$ cat src/rtl/ctrl_pkg.sv
// Shared encodings for the pipelined control unit: mode, opcode, condition
// and ALU command constants plus the control bundle carried down the pipe.
package ctrl_pkg;

  localparam int CMD_W = 4;

  localparam logic [1:0] MODE_ARITH  = 2'b00;
  localparam logic [1:0] MODE_MEM    = 2'b01;
  localparam logic [1:0] MODE_BRANCH = 2'b10;

  localparam logic [3:0] OP_MOV = 4'b1101;
  localparam logic [3:0] OP_MVN = 4'b1111;
  localparam logic [3:0] OP_ADD = 4'b0100;
  localparam logic [3:0] OP_ADC = 4'b0101;
  localparam logic [3:0] OP_SUB = 4'b0010;
  localparam logic [3:0] OP_SBC = 4'b0110;
  localparam logic [3:0] OP_AND = 4'b0000;
  localparam logic [3:0] OP_ORR = 4'b1100;
  localparam logic [3:0] OP_EOR = 4'b0001;
  localparam logic [3:0] OP_CMP = 4'b1010;
  localparam logic [3:0] OP_TST = 4'b1000;
  localparam logic [3:0] OP_LDST = 4'b0100;

  localparam logic [3:0] COND_EQ = 4'b0000;
  localparam logic [3:0] COND_NE = 4'b0001;
  localparam logic [3:0] COND_CS = 4'b0010;
  localparam logic [3:0] COND_CC = 4'b0011;
  localparam logic [3:0] COND_MI = 4'b0100;
  localparam logic [3:0] COND_PL = 4'b0101;
  localparam logic [3:0] COND_VS = 4'b0110;
  localparam logic [3:0] COND_VC = 4'b0111;
  localparam logic [3:0] COND_HI = 4'b1000;
  localparam logic [3:0] COND_LS = 4'b1001;
  localparam logic [3:0] COND_GE = 4'b1010;
  localparam logic [3:0] COND_LT = 4'b1011;
  localparam logic [3:0] COND_GT = 4'b1100;
  localparam logic [3:0] COND_LE = 4'b1101;
  localparam logic [3:0] COND_AL = 4'b1110;
  localparam logic [3:0] COND_NV = 4'b1111;

  localparam logic [CMD_W-1:0] EXE_MOV = 4'b0001;
  localparam logic [CMD_W-1:0] EXE_MVN = 4'b1001;
  localparam logic [CMD_W-1:0] EXE_ADD = 4'b0010;
  localparam logic [CMD_W-1:0] EXE_ADC = 4'b0011;
  localparam logic [CMD_W-1:0] EXE_SUB = 4'b0100;
  localparam logic [CMD_W-1:0] EXE_SBC = 4'b0101;
  localparam logic [CMD_W-1:0] EXE_AND = 4'b0110;
  localparam logic [CMD_W-1:0] EXE_ORR = 4'b0111;
  localparam logic [CMD_W-1:0] EXE_EOR = 4'b1000;

  typedef struct packed {
    logic             valid;
    logic [CMD_W-1:0] exe_cmd;
    logic             mem_read_en;
    logic             mem_write_en;
    logic             wb_en;
    logic             b;
    logic             s_out;
  } ctrl_bundle_t;

endpackage

$ cat src/rtl/cond_check.sv
// Combinational evaluation of the ARM condition field against NZCV flags.
module cond_check
  import ctrl_pkg::*;
(
  input  logic [3:0] cond,
  input  logic [3:0] nzcv,
  output logic       pass
);

  logic n, z, c, v;
  assign {n, z, c, v} = nzcv;

  always_comb begin
    pass = 1'b0;
    case (cond)
      COND_EQ: pass = z;
      COND_NE: pass = !z;
      COND_CS: pass = c;
      COND_CC: pass = !c;
      COND_MI: pass = n;
      COND_PL: pass = !n;
      COND_VS: pass = v;
      COND_VC: pass = !v;
      COND_HI: pass = c && !z;
      COND_LS: pass = !c || z;
      COND_GE: pass = (n == v);
      COND_LT: pass = (n != v);
      COND_GT: pass = !z && (n == v);
      COND_LE: pass = z || (n != v);
      COND_AL: pass = 1'b1;
      COND_NV: pass = 1'b0;
      default: pass = 1'b0;
    endcase
  end

endmodule

$ cat src/rtl/pipelined_control_unit.sv
// Decode-stage control unit with NZCV status register and a PIPE_DEPTH-deep
// control pipeline. Define CTRL_SR_BYPASS_EN to forward sr_flags_in into the
// same-cycle condition check while sr_we is high.
module pipelined_control_unit
  import ctrl_pkg::*;
#(
  parameter int EXE_CMD_W  = 4,
  parameter int PIPE_DEPTH = 1
) (
  input  logic                 clk,
  input  logic                 rst,
  input  logic                 in_valid,
  input  logic [3:0]           cond,
  input  logic [1:0]           mode,
  input  logic [3:0]           op_code,
  input  logic                 s_in,
  input  logic                 freeze,
  input  logic                 flush,
  input  logic                 sr_we,
  input  logic [3:0]           sr_flags_in,
  output logic                 out_valid,
  output logic [EXE_CMD_W-1:0] exe_cmd,
  output logic                 mem_read_en,
  output logic                 mem_write_en,
  output logic                 wb_en,
  output logic                 b,
  output logic                 s_out,
  output logic [3:0]           status
);

  logic [3:0]   flags_eval;
  logic         cond_pass;
  logic         defined;
  ctrl_bundle_t dec;
  ctrl_bundle_t cap;
  ctrl_bundle_t stages [PIPE_DEPTH];

`ifdef CTRL_SR_BYPASS_EN
  assign flags_eval = sr_we ? sr_flags_in : status;
`else
  assign flags_eval = status;
`endif

  cond_check u_cond_check (
    .cond (cond),
    .nzcv (flags_eval),
    .pass (cond_pass)
  );

  always_comb begin
    dec     = '0;
    defined = 1'b0;
    case (mode)
      MODE_ARITH: begin
        defined   = 1'b1;
        dec.wb_en = 1'b1;
        dec.s_out = s_in;
        case (op_code)
          OP_MOV:  dec.exe_cmd = EXE_MOV;
          OP_MVN:  dec.exe_cmd = EXE_MVN;
          OP_ADD:  dec.exe_cmd = EXE_ADD;
          OP_ADC:  dec.exe_cmd = EXE_ADC;
          OP_SUB:  dec.exe_cmd = EXE_SUB;
          OP_SBC:  dec.exe_cmd = EXE_SBC;
          OP_AND:  dec.exe_cmd = EXE_AND;
          OP_ORR:  dec.exe_cmd = EXE_ORR;
          OP_EOR:  dec.exe_cmd = EXE_EOR;
          OP_CMP: begin
            dec.exe_cmd = EXE_SUB;
            dec.wb_en   = 1'b0;
            dec.s_out   = 1'b1;
          end
          OP_TST: begin
            dec.exe_cmd = EXE_AND;
            dec.wb_en   = 1'b0;
            dec.s_out   = 1'b1;
          end
          default: defined = 1'b0;
        endcase
      end
      MODE_MEM: begin
        if (op_code == OP_LDST) begin
          defined          = 1'b1;
          dec.exe_cmd      = EXE_ADD;
          dec.mem_read_en  = s_in;
          dec.mem_write_en = !s_in;
          dec.wb_en        = s_in;
        end
      end
      MODE_BRANCH: begin
        defined = 1'b1;
        dec.b   = 1'b1;
      end
      default: defined = 1'b0;
    endcase
  end

  // Anything not issuing is captured as an all-zero bubble.
  always_comb begin
    cap = '0;
    if (in_valid && cond_pass && defined) begin
      cap       = dec;
      cap.valid = 1'b1;
    end
  end

  always_ff @(posedge clk) begin
    if (rst) begin
      status <= 4'b0000;
    end else if (sr_we) begin
      status <= sr_flags_in;
    end
  end

  // Flush outranks freeze; freeze holds every stage including stage 0.
  always_ff @(posedge clk) begin
    if (rst || flush) begin
      for (int i = 0; i < PIPE_DEPTH; i++) stages[i] <= '0;
    end else if (!freeze) begin
      stages[0] <= cap;
      for (int i = 1; i < PIPE_DEPTH; i++) stages[i] <= stages[i-1];
    end
  end

  assign out_valid    = stages[PIPE_DEPTH-1].valid;
  assign exe_cmd      = EXE_CMD_W'(stages[PIPE_DEPTH-1].exe_cmd);
  assign mem_read_en  = stages[PIPE_DEPTH-1].mem_read_en;
  assign mem_write_en = stages[PIPE_DEPTH-1].mem_write_en;
  assign wb_en        = stages[PIPE_DEPTH-1].wb_en;
  assign b            = stages[PIPE_DEPTH-1].b;
  assign s_out        = stages[PIPE_DEPTH-1].s_out;

endmodule

$ cat config.mk
export PLATFORM = sky130hd
export DESIGN_NAME = pipelined_control_unit
export DESIGN_NICKNAME = d
export VERILOG_FILES = /design/src/rtl/ctrl_pkg.sv /design/src/rtl/cond_check.sv /design/src/rtl/pipelined_control_unit.sv
export SDC_FILE = /design/constraint.sdc
export NUM_CORES = 1
export LEC_CHECK = 0
export CAP_MARGIN = 20
export CORE_ASPECT_RATIO = 1.2
export CORE_MARGIN = 5
export CORE_UTILIZATION = 46
export CTS_CLUSTER_DIAMETER = 30
export DETAILED_ROUTE_END_ITERATION = 10
export PLACE_DENSITY = 0.81
export REMOVE_ABC_BUFFERS = 1
export SLEW_MARGIN = 25
export SYNTH_ARGS = -nofsm -noshare
export SYNTH_HDL_FRONTEND = slang
export SYNTH_HIERARCHICAL = 1
export SYNTH_SLANG_ARGS = --single-unit
$ cat constraint.sdc
create_clock -name clk -period 3.9 [get_ports clk]
set_clock_uncertainty 0.15 [all_clocks]
set_input_delay 0.78 -clock clk [delete_from_list [all_inputs] [get_ports clk]]
set_output_delay 0.78 -clock clk [all_outputs]
set_load 0.01 [all_outputs]
==> summary.md, run 1 <==
At the end of routability-driven placement, the weighted congestion stood at 0.761. Setup violations remaining at the end of the flow were counted as 0. The combined buffer and inverter count along the critical path is 1, and the initial antenna violation count is 0. The synthesized area per cell was 10.6 µm²; the number of global-route vias before repair was 757. The critical path starts at cond[0]. The area share of the leading cell type in the synthesized netlist was 0.326. The post-synthesis async set-or-reset flop share is 0, and the critical path arrival is 2.85 ns. For this run, the leading register cell type out of synthesis is sky130_fd_sc_hd__edfxtp_1. The number of hold-slack violations in the final timing report was 0; the time the worst path needs with I/O delays and setup was 2.93 ns. The worst register-to-register path begins at status[3].

IR analysis of the VDD net gives a maximum drop of 153 µV. The tools report the worst min-delay path startpoint as status[3]. The run gives 0.492 as the initial core utilization. The sequential-to-total area share from yosys stat is 0.413, and the required time reported for the critical path endpoint is 3.82 ns.

The clock passes through at most 2 buffers. The tools report the kind of end point of the critical path as a flip-flop. The floorplan step defined a die boundary enclosing 3000 µm². For the number of nets in the final layout, the log shows 141. The run gives 1.91 mm as the final wirelength. The clock buffer count from CTS is 3. The max-slew violation count was 0; the layout overhead on the synthesized area was 37.1%. Clock tree synthesis selected as its root buffer the cell sky130_fd_sc_hd__clkbuf_4.

The highest attainable clock frequency came out at 342 MHz. The post-detailed-route DRC marker count is 0, and the detailed-route vias per instance is 5.55. The routed length per instance works out to 13.9 µm.

The number of vias after detailed routing is 766, and the number of nets with antenna violations after detailed routing is 0. The run gives 14 as the clock sink count. Ranked by instance count, the synthesized netlist is headed by sky130_fd_sc_hd__nor2_1, sky130_fd_sc_hd__edfxtp_1, sky130_fd_sc_hd__a21oi_1. At the pin with the least slew margin, the transition time is 0.444 ns. The die outline width was 50.8 µm.

Fraction of final layout cells sized beyond drive strength 1: 0.109. The number of distinct standard cells referenced by the synthesized netlist is 40. By area the synthesized netlist is led by sky130_fd_sc_hd__edfxtp_1, sky130_fd_sc_hd__dfxtp_1, sky130_fd_sc_hd__mux2i_1, sky130_fd_sc_hd__nor2_1, sky130_fd_sc_hd__xor2_1.

The largest incremental delay on the critical path works out to 0.66 ns. For the global-route usage over all layers, the log shows 0.138. The die height is 59.0 µm, and the number of inserted diodes is 0. The critical setup path kind is primary input to flip-flop.

For this run, the number of Yosys warnings is 6. The max-capacitance violation count was 0. The number of setup buffers added after CTS came out at 0. The number of hold buffers added after CTS was 0. After the first detailed-routing iteration, the DRC count stood at 15. Setup repair after global routing left no endpoint under its margin. The family with the most delay on the worst path was compound AO/OA/AOI/OAI gates. Along the worst path, the maximum fanout reaches 8. The final design utilization was 0.674; the number of I/O pins was 35. Buffers placed on the I/O ports in this run total 34. Summed over all cells, the static leakage comes to 0.461 nW. Tightest slew margin relative to the limit: 0.703.

The tools report the synthesized netlist cell count as 87. The library cell with the largest summed area after synthesis was sky130_fd_sc_hd__edfxtp_1. The first global-routing pass estimated 3.35 mm of wire. The placement row count is 17. The mapped cell area is 921 µm². In this run the power density over the cells is 264 nW/µm². For the total iterations of the first detailed-routing run, the log shows 4. The logs give 1 for the depth of the CTS H-tree and 0 for the post-cts resize count.

The tools report the maximum number of pins on one net before global-route repair as 13. The tools report the total negative slack as 0 ns. The worst hold path class is flip-flop to flip-flop.

The count of flip-flops with a built-in enable after synthesis was 10. Total congestion overflow: 0. After clock tree synthesis, the clock-pin slew on the worst setup and hold paths is 0.08 ns. TritonCTS built the clock tree.

The core footprint is 1870 µm². The largest individual stage delay along the critical path comes from the cell sky130_fd_sc_hd__clkdlybuf4s50_1. The run finished with clean final reports. Yosys instantiated no cell more often than sky130_fd_sc_hd__nor2_1. Detailed placement ended at an HPWL of 1.56 mm. STA classifies the critical path startpoint as a primary input. The clock reaches the later pin of the worst-skew pair after 0.26 ns. The critical path goes through clkdlybuf4s50_1 -> nor2b_1 -> a211oi_1 -> a2111oi_1 -> a311oi_1 -> o22ai_1 -> nand4_1 -> a2111oi_2. Final period utilization: 0.750. The flip-flop and latch count after synthesis was 14.
==> layout by cell type, fill, tap and decap left out, types with 2 or more instances in the layout <==
cell                              netlist  routed
sky130_fd_sc_hd__clkdlybuf4s50_1        0      34
sky130_fd_sc_hd__nor2_1                11      11
sky130_fd_sc_hd__edfxtp_1              10      10
sky130_fd_sc_hd__a21oi_1                6       6
sky130_fd_sc_hd__mux2i_1                5       5
sky130_fd_sc_hd__inv_1                  4       4
sky130_fd_sc_hd__xor2_1                 4       4
sky130_fd_sc_hd__dfxtp_1                4       4
sky130_fd_sc_hd__nor3_1                 3       3
sky130_fd_sc_hd__clkbuf_4               0       3
sky130_fd_sc_hd__nor2b_1                2       2
sky130_fd_sc_hd__nand3_1                2       2
sky130_fd_sc_hd__xnor2_1                2       2
sky130_fd_sc_hd__a211oi_1               2       2
sky130_fd_sc_hd__nand2b_1               2       2
==> area by class of cell <==
cell class	instances	area [µm²]
inverters	4	15.0
clock buffers	4	26.3
fillers	153	609
flip-flops and latches	14	380
repair buffers	34	340
well taps	19	23.8
multi-input cells	63	477
==> metrics by stage <==
step / worst slack, ns / instance area (µm²) / std cells / hold slack (ns) / power [mW]
detailed placement: 0.735 / 1240 / 134 / 0.412 / 0.256
finish: 0.974 / 1260 / 138 / 0.426 / 0.333
floorplan: 1.63 / 872 / 81 / 0.410 / 0.206
global route: 0.726 / 1260 / 138 / 0.485 / 0.353
CTS: 0.988 / 1260 / 138 / 0.425 / 0.335
global placement: 0.836 / 1240 / 134 / 0.407 / 0.254
==> flip-flops by register name, summed over array words and instances, names as in the netlist <==
signal / count
stages: 10
status: 4
==> worst paths after layout <==
kind,to,slack [ns],cells after the start
worst min-delay path,status[3],0.43,2
worst max register to register,stages[0][5],1.59,7
worst max-delay path,stages[0][5],0.97,8
worst min register to register,status[3],0.43,2
==> layer usage <==
metal  part of all wire  track usage  vias up
li1                   -            -      394
met1               0.43        0.167      349
met2               0.52        0.243       23
met3              0.054       0.0202        0
met4                  0       0.0547        0
met5                  0            0        -
==> where the power goes <==
group / internal (mW) / total [mW] / switching (mW)
sequential: 0.165 / 0.169 / 0.00423
combinational: 0.0453 / 0.0843 / 0.0390
clock: 0.0395 / 0.0801 / 0.0406
total: 0.249 / 0.333 / 0.0838
==> tightest hold or removal path: cells and delay by family, from the launching register on <==
kind	cells	cell delay, ns
flops	1	0.35
mux	1	0.14
simple gates	1	0.05
==> cell families after synthesis <==
| family | after synthesis | share of synthesized area |
|---|---|---|
| buf+inv | 10 | 0.0693 |
| xor+xnor | 6 | 0.0571 |
| compound gates | 20 | 0.175 |
| fa+ha+maj | 1 | 0.0122 |
| simple gates | 31 | 0.219 |
| flops | 14 | 0.413 |
| mux | 5 | 0.0543 |
(Power assumes the default switching activity.)
==> inputs of run 2 (changes only) <==
- CORE_UTILIZATION: 46 -> 43
- PLACE_DENSITY: 0.81 -> 0.76
- clock period: 3.9 -> 3 ns (I/O delays scaled with it)
==> run 2 against run 1 <==
- register-to-register slack lost 0.88 ns
- first-iteration DRC count shrank 27%
- routed wire length grew 3.6%
- combinational power grew 30%
- critical path depth is the same
- largest cell class unchanged
- worst hold slack lost 0.00098 ns
- total power grew 30%
- count of clock-buffer cells in the layout is the same
- global-route usage grew 0.34 points
- utilization shrank 5.2 points
- design area grew 1.1%
- clock power grew 31%
==> summary.md, run 2 (synthesis results as in run 1) <==
The detailed-route vias per instance was 5.22 (-5.9%); the number of I/O pins was 35 (unchanged). The worst setup path is captured at a flip-flop. Number of hold-slack violations in the final timing report: 0 (unchanged). Most common cell after layout, fill and taps aside: sky130_fd_sc_hd__clkdlybuf4s50_1. The core footprint was 2050 µm² (+9.5%).

The register with the most flip-flops in the final layout is stages. Die height: 60.7 µm (+2.8%). The critical path in this run is classified as primary input to flip-flop.

The worst hold path class was flip-flop to flip-flop. The area of the die is 3170 µm² (+5.7%), and the total iterations of the first detailed-routing run is 4 (unchanged). The post-detailed-route DRC marker count is 0 (unchanged), and the peak fanout along the critical path is 8 (unchanged). The number of setup buffers added after CTS is 0 (unchanged), and the maximum resistive drop on vdd is 178 µV (+16%). TritonCTS built the clock tree. The run gives 477 µm² (unchanged) as the area of combinational cells with multiple inputs. The initial antenna violation count was 0 (unchanged); the number of nets with antenna violations after detailed routing was 0 (unchanged). The number of fill cells in the layout came out at 173 (+13%). The count of buffers inserted at the top-level ports came out at 34 (unchanged).

For the final wirelength, the log shows 1.98 mm (+3.6%). The run gives 3.41 mm (+1.9%) as the first-pass GRT wire length. The final estimated routing congestion in global placement is 0.803 (+5.5%).

met2 is the most crowded layer. The tools report the post-DP HPWL as 1.65 mm (+5.9%). Compared with the post-synthesis result, the final layout area differs by 38.6%.

The tools report the root buffer cell as sky130_fd_sc_hd__clkbuf_4. The routed length per instance is 13.3 µm (-4.0%), and the DRC marker count from the first detailed-route iteration is 11 (-4). The largest registers in the layout are stages (10), status (4). The run finished with clean final reports. The fraction of met3 tracks used by global routing is 0.0197 (-0.000495). Setup repair after global routing left no endpoint under its margin. Time the worst path needs with I/O delays and setup: 2.70 ns. The run gives 14 (unchanged) as the clock sink count. The max-capacitance violation count is 0 (unchanged).

The run gives 0 (unchanged) as the post-cts resize count. Critical path arrival: 2.64 ns (-0.21 ns). The placement row count was 18 (+1).

The final design utilization was 0.623 (-0.0518). The maximum buffer depth of the clock tree came out at 2 (unchanged). Number of vias after detailed routing: 778 (+1.6%).

Based on the critical path, the design can be clocked at up to 370 MHz. The fraction of final layout cells sized beyond drive strength 1 was 0.109 (unchanged); the maximum number of pins on one net before global-route repair was 13 (unchanged). The clock-pin slew on the worst setup and hold paths was 0.07 ns (about the same); the power per cell area was 340 nW/µm² (+29%).

The depth of the CTS H-tree is 1 (unchanged). The number of global-route vias before repair is 809 (+6.9%), and the count of final setup violators is 0 (unchanged). The library cells used most frequently in the layout, excluding fill and tap cells, are sky130_fd_sc_hd__clkdlybuf4s50_1, sky130_fd_sc_hd__nor2_1, sky130_fd_sc_hd__edfxtp_1, sky130_fd_sc_hd__a21oi_1, sky130_fd_sc_hd__mux2i_1. The met2 track demand over resource in global routing was 0.248 (+0.00485).

STA classifies the critical path startpoint as a primary input. The sequential cell area is 380 µm² (unchanged). The pin slew with the least headroom to its limit works out to 0.428 ns (-0.0165 ns). The initial core utilization is 0.449 (-0.0427), and the source-to-sink clock delay at the later pin of the worst-skew pair is 0.26 ns (about the same). The number of buffers added to fix hold violations after cts was 0 (unchanged); the number of flip-flops in the largest register was 10 (unchanged). For the global routing usage on met1, the log shows 0.168 (+0.000763). Required time reported for the critical path endpoint: 2.94 ns (-0.88 ns). The logs give 0 (unchanged) for the max-slew violation count and 0.714 (+0.0110) for the tightest slew margin relative to the limit.

The total negative slack is 0 ns (unchanged), and the leakage component of the power is 0.461 nW (unchanged). Final period utilization: 0.901. The logs give 0 (unchanged) for the total congestion overflow and 0.142 (+0.00343) for the global-route usage over all layers.

The run gives 0 (unchanged) as the number of inserted diodes. The die outline width was 52.2 µm (+2.8%); the clock buffer count from CTS was 3 (unchanged). The number of nets in the final layout is 141 (unchanged).
[run 2: cell type report]
class                      instances  area share
clock buffer                       4      0.0206
inverter                           4      0.0118
multi-input combinational         63       0.374
sequential                        14       0.298
tap                               30      0.0294
timing repair buffer              34       0.267
[run 2: worst paths after layout]
path	from	end	slack [ns]	depth (start not counted)
worst max-delay path	cond[0]	stages[0][7]	0.30	8
worst min-delay path	status[0]	status[0]	0.42	2
worst max register to register	status[0]	stages[0][7]	0.71	7
worst min register to register	status[0]	status[0]	0.42	2
[run 2: through the flow]
step / instances / area [µm²] / total power [mW] / setup WS [ns] / hold WS, ns
after global routing: 149 / 1280 / 0.457 / 0.124 / 0.472
after detailed placement: 145 / 1250 / 0.334 / 0.0421 / 0.420
after CTS: 149 / 1280 / 0.438 / 0.319 / 0.433
after global placement: 145 / 1250 / 0.331 / 0.118 / 0.413
after floorplan: 81 / 872 / 0.268 / 0.912 / 0.410
final: 149 / 1280 / 0.434 / 0.296 / 0.425
[run 2: per-layer routing]
layer	share of wire	up-vias
met3	0.072	2
li1	-	391
met4	0.016	0
met2	0.52	28
met1	0.39	357
met5	0	-
[run 2: worst max-delay path: stages]
cell and delay [ns]:
sky130_fd_sc_hd__clkdlybuf4s50_1 0.65, sky130_fd_sc_hd__nor2b_1 0.18, sky130_fd_sc_hd__a211oi_1 0.06, sky130_fd_sc_hd__a2111oi_1 0.39
sky130_fd_sc_hd__a311oi_1 0.08, sky130_fd_sc_hd__o22ai_1 0.18, sky130_fd_sc_hd__nand4_1 0.23, sky130_fd_sc_hd__a211oi_1 0.28
[run 2: report_power, final]
part | internal [mW] | switching [mW]
clock network | 0.0513 | 0.0537
registers | 0.214 | 0.00521
logic | 0.0590 | 0.0509
